File: config.mk
export PLATFORM = sky130hd
export DESIGN_NAME = serial_to_parallel
export DESIGN_NICKNAME = d
export VERILOG_FILES = /design/src/rtl/serial_to_parallel.sv
export SDC_FILE = /design/constraint.sdc
export NUM_CORES = 1
export LEC_CHECK = 0
export CAP_MARGIN = 20
export CORE_MARGIN = 2
export CORE_UTILIZATION = 37
export DETAILED_ROUTE_END_ITERATION = 12
export GPL_TIMING_DRIVEN = 1
export SLEW_MARGIN = 40
export SYNTH_ARGS = -nofsm -noshare
export SYNTH_HDL_FRONTEND = slang
export SYNTH_SLANG_ARGS = --single-unit
File: constraint.sdc
create_clock -name SSPCLKIN -period 1.4 [get_ports SSPCLKIN]
set_input_delay 0.28 -clock SSPCLKIN [delete_from_list [all_inputs] [get_ports SSPCLKIN]]
set_output_delay 0.28 -clock SSPCLKIN [all_outputs]
set_load 0.01 [all_outputs]
File: src/rtl/serial_to_parallel.sv
// SSP receive deserializer: frame-pulse aligned, MSB-first, N-bit words into a
// single holding register with valid/ready handshake, overrun and framing flags.
module serial_to_parallel #(
    parameter int N = 8
) (
    input  logic         SSPCLKIN,
    input  logic         CLEAR,
    input  logic         SSPRXD,
    input  logic         SSPFSSIN,
    input  logic         rx_ready,
    input  logic         clr_overrun,
    output logic [N-1:0] RxData,
    output logic         rx_valid,
    output logic         overrun,
    output logic         frame_err,
    output logic         busy
);

    localparam int CW = $clog2(N);
    localparam logic [CW-1:0] CNT_TOP = CW'(N - 1);

    localparam logic [0:0] IDLE = 1'b0;
    localparam logic [0:0] RECV = 1'b1;

    logic [0:0]    state;
    logic [CW-1:0] cnt;
    // Only the first N-1 bits need storing; the LSB is taken straight from the line.
    logic [N-2:0]  shift;
    logic [N-1:0]  word;
    logic          word_done;
    logic          mid_pulse;
    logic          load_word;
    logic          drop_word;
    logic          read;

    always_comb begin
        word      = {shift, SSPRXD};
        word_done = (state == RECV) && (cnt == '0);
        mid_pulse = (state == RECV) && (cnt != '0) && SSPFSSIN;
        read      = rx_valid && rx_ready;
        load_word = word_done && (!rx_valid || rx_ready);
        drop_word = word_done && rx_valid && !rx_ready;
    end

    always_ff @(posedge SSPCLKIN) begin
        if (CLEAR) begin
            state     <= IDLE;
            cnt       <= '0;
            shift     <= '0;
            RxData    <= '0;
            rx_valid  <= 1'b0;
            overrun   <= 1'b0;
            frame_err <= 1'b0;
        end else begin
            frame_err <= mid_pulse;

            case (state)
                IDLE: begin
                    if (SSPFSSIN) begin
                        state <= RECV;
                        cnt   <= CNT_TOP;
                    end
                end
                default: begin
                    shift <= word[N-2:0];
                    if (word_done) begin
                        if (SSPFSSIN) cnt <= CNT_TOP;
                        else          state <= IDLE;
                    end else if (SSPFSSIN) begin
                        cnt <= CNT_TOP;
                    end else begin
                        cnt <= cnt - CW'(1);
                    end
                end
            endcase

            if (load_word) begin
                RxData   <= word;
                rx_valid <= 1'b1;
            end else if (read) begin
                rx_valid <= 1'b0;
            end

            // A drop on the same edge as a clear request leaves the flag set.
            if (drop_word)        overrun <= 1'b1;
            else if (clr_overrun) overrun <= 1'b0;
        end
    end

    assign busy = (state == RECV);

endmodule

==> impl_metrics.ini <==
[worst_setup_path]
endpoint_kind = register
max_stage_delay_ns = 0.37
r2r_slack_ns = 0.08
critical_path_class = register to register
crit_path_start_kind = register
reg2reg_from = cnt[0]
path_cells = inv_1 > ha_4 > nand3b_4 > or3b_1 > a21oi_1
cp.arrival_ns = 1.56
r2r_end = RxData[4]
crit_start = cnt[0]
path_max_fanout = 6
cp-endpoint = RxData[4]
r2r_cells = 5
crit_required_ns = 1.64
crit_path_top_delay_cell = or3b_1

[cts]
tritoncts = done
ctsLongestPathBuffers = 2
clk_pin_slew_worst_paths_ns = 0.12
clock_sinks = 22
cts_made_buffers = 3
cts.htree.levels = 1
clkLatencyLatePin_ns = 0.30
ctsRootBufferMaster = clkbuf_4
cts_hold_buf = 0

[power]
powerDensity_nw_per_um2 = 920.9
p_leak_nw = 0.5232
p_total_w = 0.001102
ir_worst_vdd_mv = 0.4190

[placed_design]
dp_hpwl_um = 1230
dp.cells = 138
gp_congestion = 0.6961
port_buffers = 17
placed_cell_area_um2 = 1144

[synth]
synth_top_area_share_pct = 49.58
synth_area_leaders = dfxtp_1 (50%), mux2i_1 (7.9%), or3b_1 (7.9%), a21oi_1 (5.6%), nor2_1 (4.6%)
synth_top_area_cell = dfxtp_1
synth_edf_count = 0
async_flop_share_pct = 0
syn_area_per_cell_um2 = 9.871
synthesis.area_um2 = 888.4
synth.most_common_cell = dfxtp_1
synth_ff_type = dfxtp_1
synth-seq-area-share_pct = 49.58
yosys-top-cells-count = dfxtp_1 (22), nor2_1 (11), a21oi_1 (10)
yosysUniqueCellTypes = 20
ys_warn_count = 0
synthCells = 90
syn-num-nets = 98
ys_seq_elements = 22

[sta]
period_share_pct = 94.43
fmax_ghz = 0.7564
maxSlewViolCount = 0
whs_ns = 0.4829
skew_ns = 0.005397
tightest_slew_ns = 0.2579
slew_headroom_pct = 82.75
finalHoldViolCount = 0
setup_tns_ns = 0
min_period_ns = 1.322
setup_viol = 0

[die]
die_h_um = 53
dieArea_um2 = 2809
io_pins = 18
start_util_pct = 39.78
rows = 17
fp.dieW_um = 53
fp.coreArea_um2 = 2233

[routing]
drc = 0
wire_per_inst_um = 13.08
ant_nets = 0
drt-initial-drc-count = 16
dr.pass1.iters = 4
wl_um = 1858
num_vias = 722
via_per_inst = 5.085

[global_route]
grt-ovfl-total = 0
grtUsageTotal_pct = 14.46
first_global_vias = 627
grt_max_degree = 19
grt_pass1_wl_um = 2911
antenna_found_initial = 0

[final_layout]
fin_area_um2 = 1196
final_cells = 142
syn_to_final_growth_pct = 34.65
n_fill_cell = 222
antenna_cells = 0
drive_gt1_share_pct = 14.91
final_nets = 124

[job]
cap_violations = 0

[min_path]
hold_path_class = register to register
hp-start = RxData[2]

[status]
outcome = finished, final reports clean
[through the flow]
step / setup slack, ns / utilization (%)
floorplan: 0.1647 / -
global placement: -0.05245 / 51.20
detailed placement: -0.06563 / 51.20
CTS: 0.02003 / 51.99
global route: -0.0004566 / 53.56
finish: 0.07800 / 53.56
[registers in the layout (all words and copies together), names as in the netlist]
signal	flops
overrun	1
shift	7
busy	1
cnt	3
frame_err	1
RxData	8
rx_valid	1
[critical path: cells and delay by family (launching register included)]
kind | cells | cell delay [ns]
DFF | 1 | 0.34
buffers and inverters | 1 | 0.12
and+or+nand+nor | 2 | 0.47
adders and majority gates | 1 | 0.19
AOI/OAI and AO/OA | 1 | 0.12
[timing repair]
action	4_1_cts	5_1_grt
setup buffers	0	0
cloned	0	1
gates resized for setup	14	7
setup endpoints to repair	13	10
[metal layers]
metal / share of wire [%] / routed length [um] / track usage, %
met5: 0 / 0 / 0
met4: 0.91 / 17 / 7.692
met3: 3.0 / 55 / 2.542
met2: 48 / 897 / 21.04
met1: 48 / 887 / 20.14
[kinds of logic (layout without fill, tap and decap cells)]
| logic type | count (synthesis) | in the layout | synth area share, % |
|---|---|---|---|
| and+or+nand+nor | 28 | 29 | 21.27 |
| buffers and inverters | 8 | 31 | 3.803 |
| DFF | 22 | 22 | 49.58 |
| adders and majority gates | 2 | 2 | 2.816 |
| muxes | 7 | 7 | 7.888 |
| AOI/OAI and AO/OA | 23 | 23 | 14.65 |
[final cells by class]
class	count	area [um^2]	share of cell area, %
Inverter	3	11.26	0.9414
Timing Repair Buffer	25	227.7	19.04
Tap cell	28	35.03	2.929
Clock buffer	3	22.52	1.883
Sequential cell	22	441.7	36.92
Multi-Input combinational cell	61	457.9	38.28
[how the worst min path moves through the flow]
stage,end,depth (start not counted)
floorplan,cnt[0],1
global placement,RxData[1],2
detailed placement,RxData[2],2
CTS,RxData[2],2
global route,RxData[4],2
finish,RxData[2],2
[report_power, final]
| group | internal [W] | switching (W) | leakage (nW) | total (W) |
|---|---|---|---|---|
| logic | 0.0000822 | 0.0000758 | 0.330 | 0.000158 |
| clock network | 0.000100 | 0.000184 | 0.0138 | 0.000284 |
| registers | 0.000643 | 0.0000158 | 0.179 | 0.000659 |
| total | 0.000826 | 0.000276 | 0.523 | 0.00110 |
[cells in the final DEF, fill, tap and decap left out, types with 3 or more instances in the layout]
| master | count |
|---|---|
| dfxtp_1 | 21 |
| dlygate4sd2_1 | 12 |
| nor2_1 | 11 |
| a21oi_1 | 10 |
| or3b_1 | 8 |
| mux2i_1 | 7 |
| buf_4 | 7 |
| o21ai_1 | 6 |
| clkdlybuf4s50_1 | 5 |
| inv_1 | 3 |
| and4b_1 | 3 |
| clkbuf_4 | 3 |
Note: power is estimated with default switching activity, not from simulation.
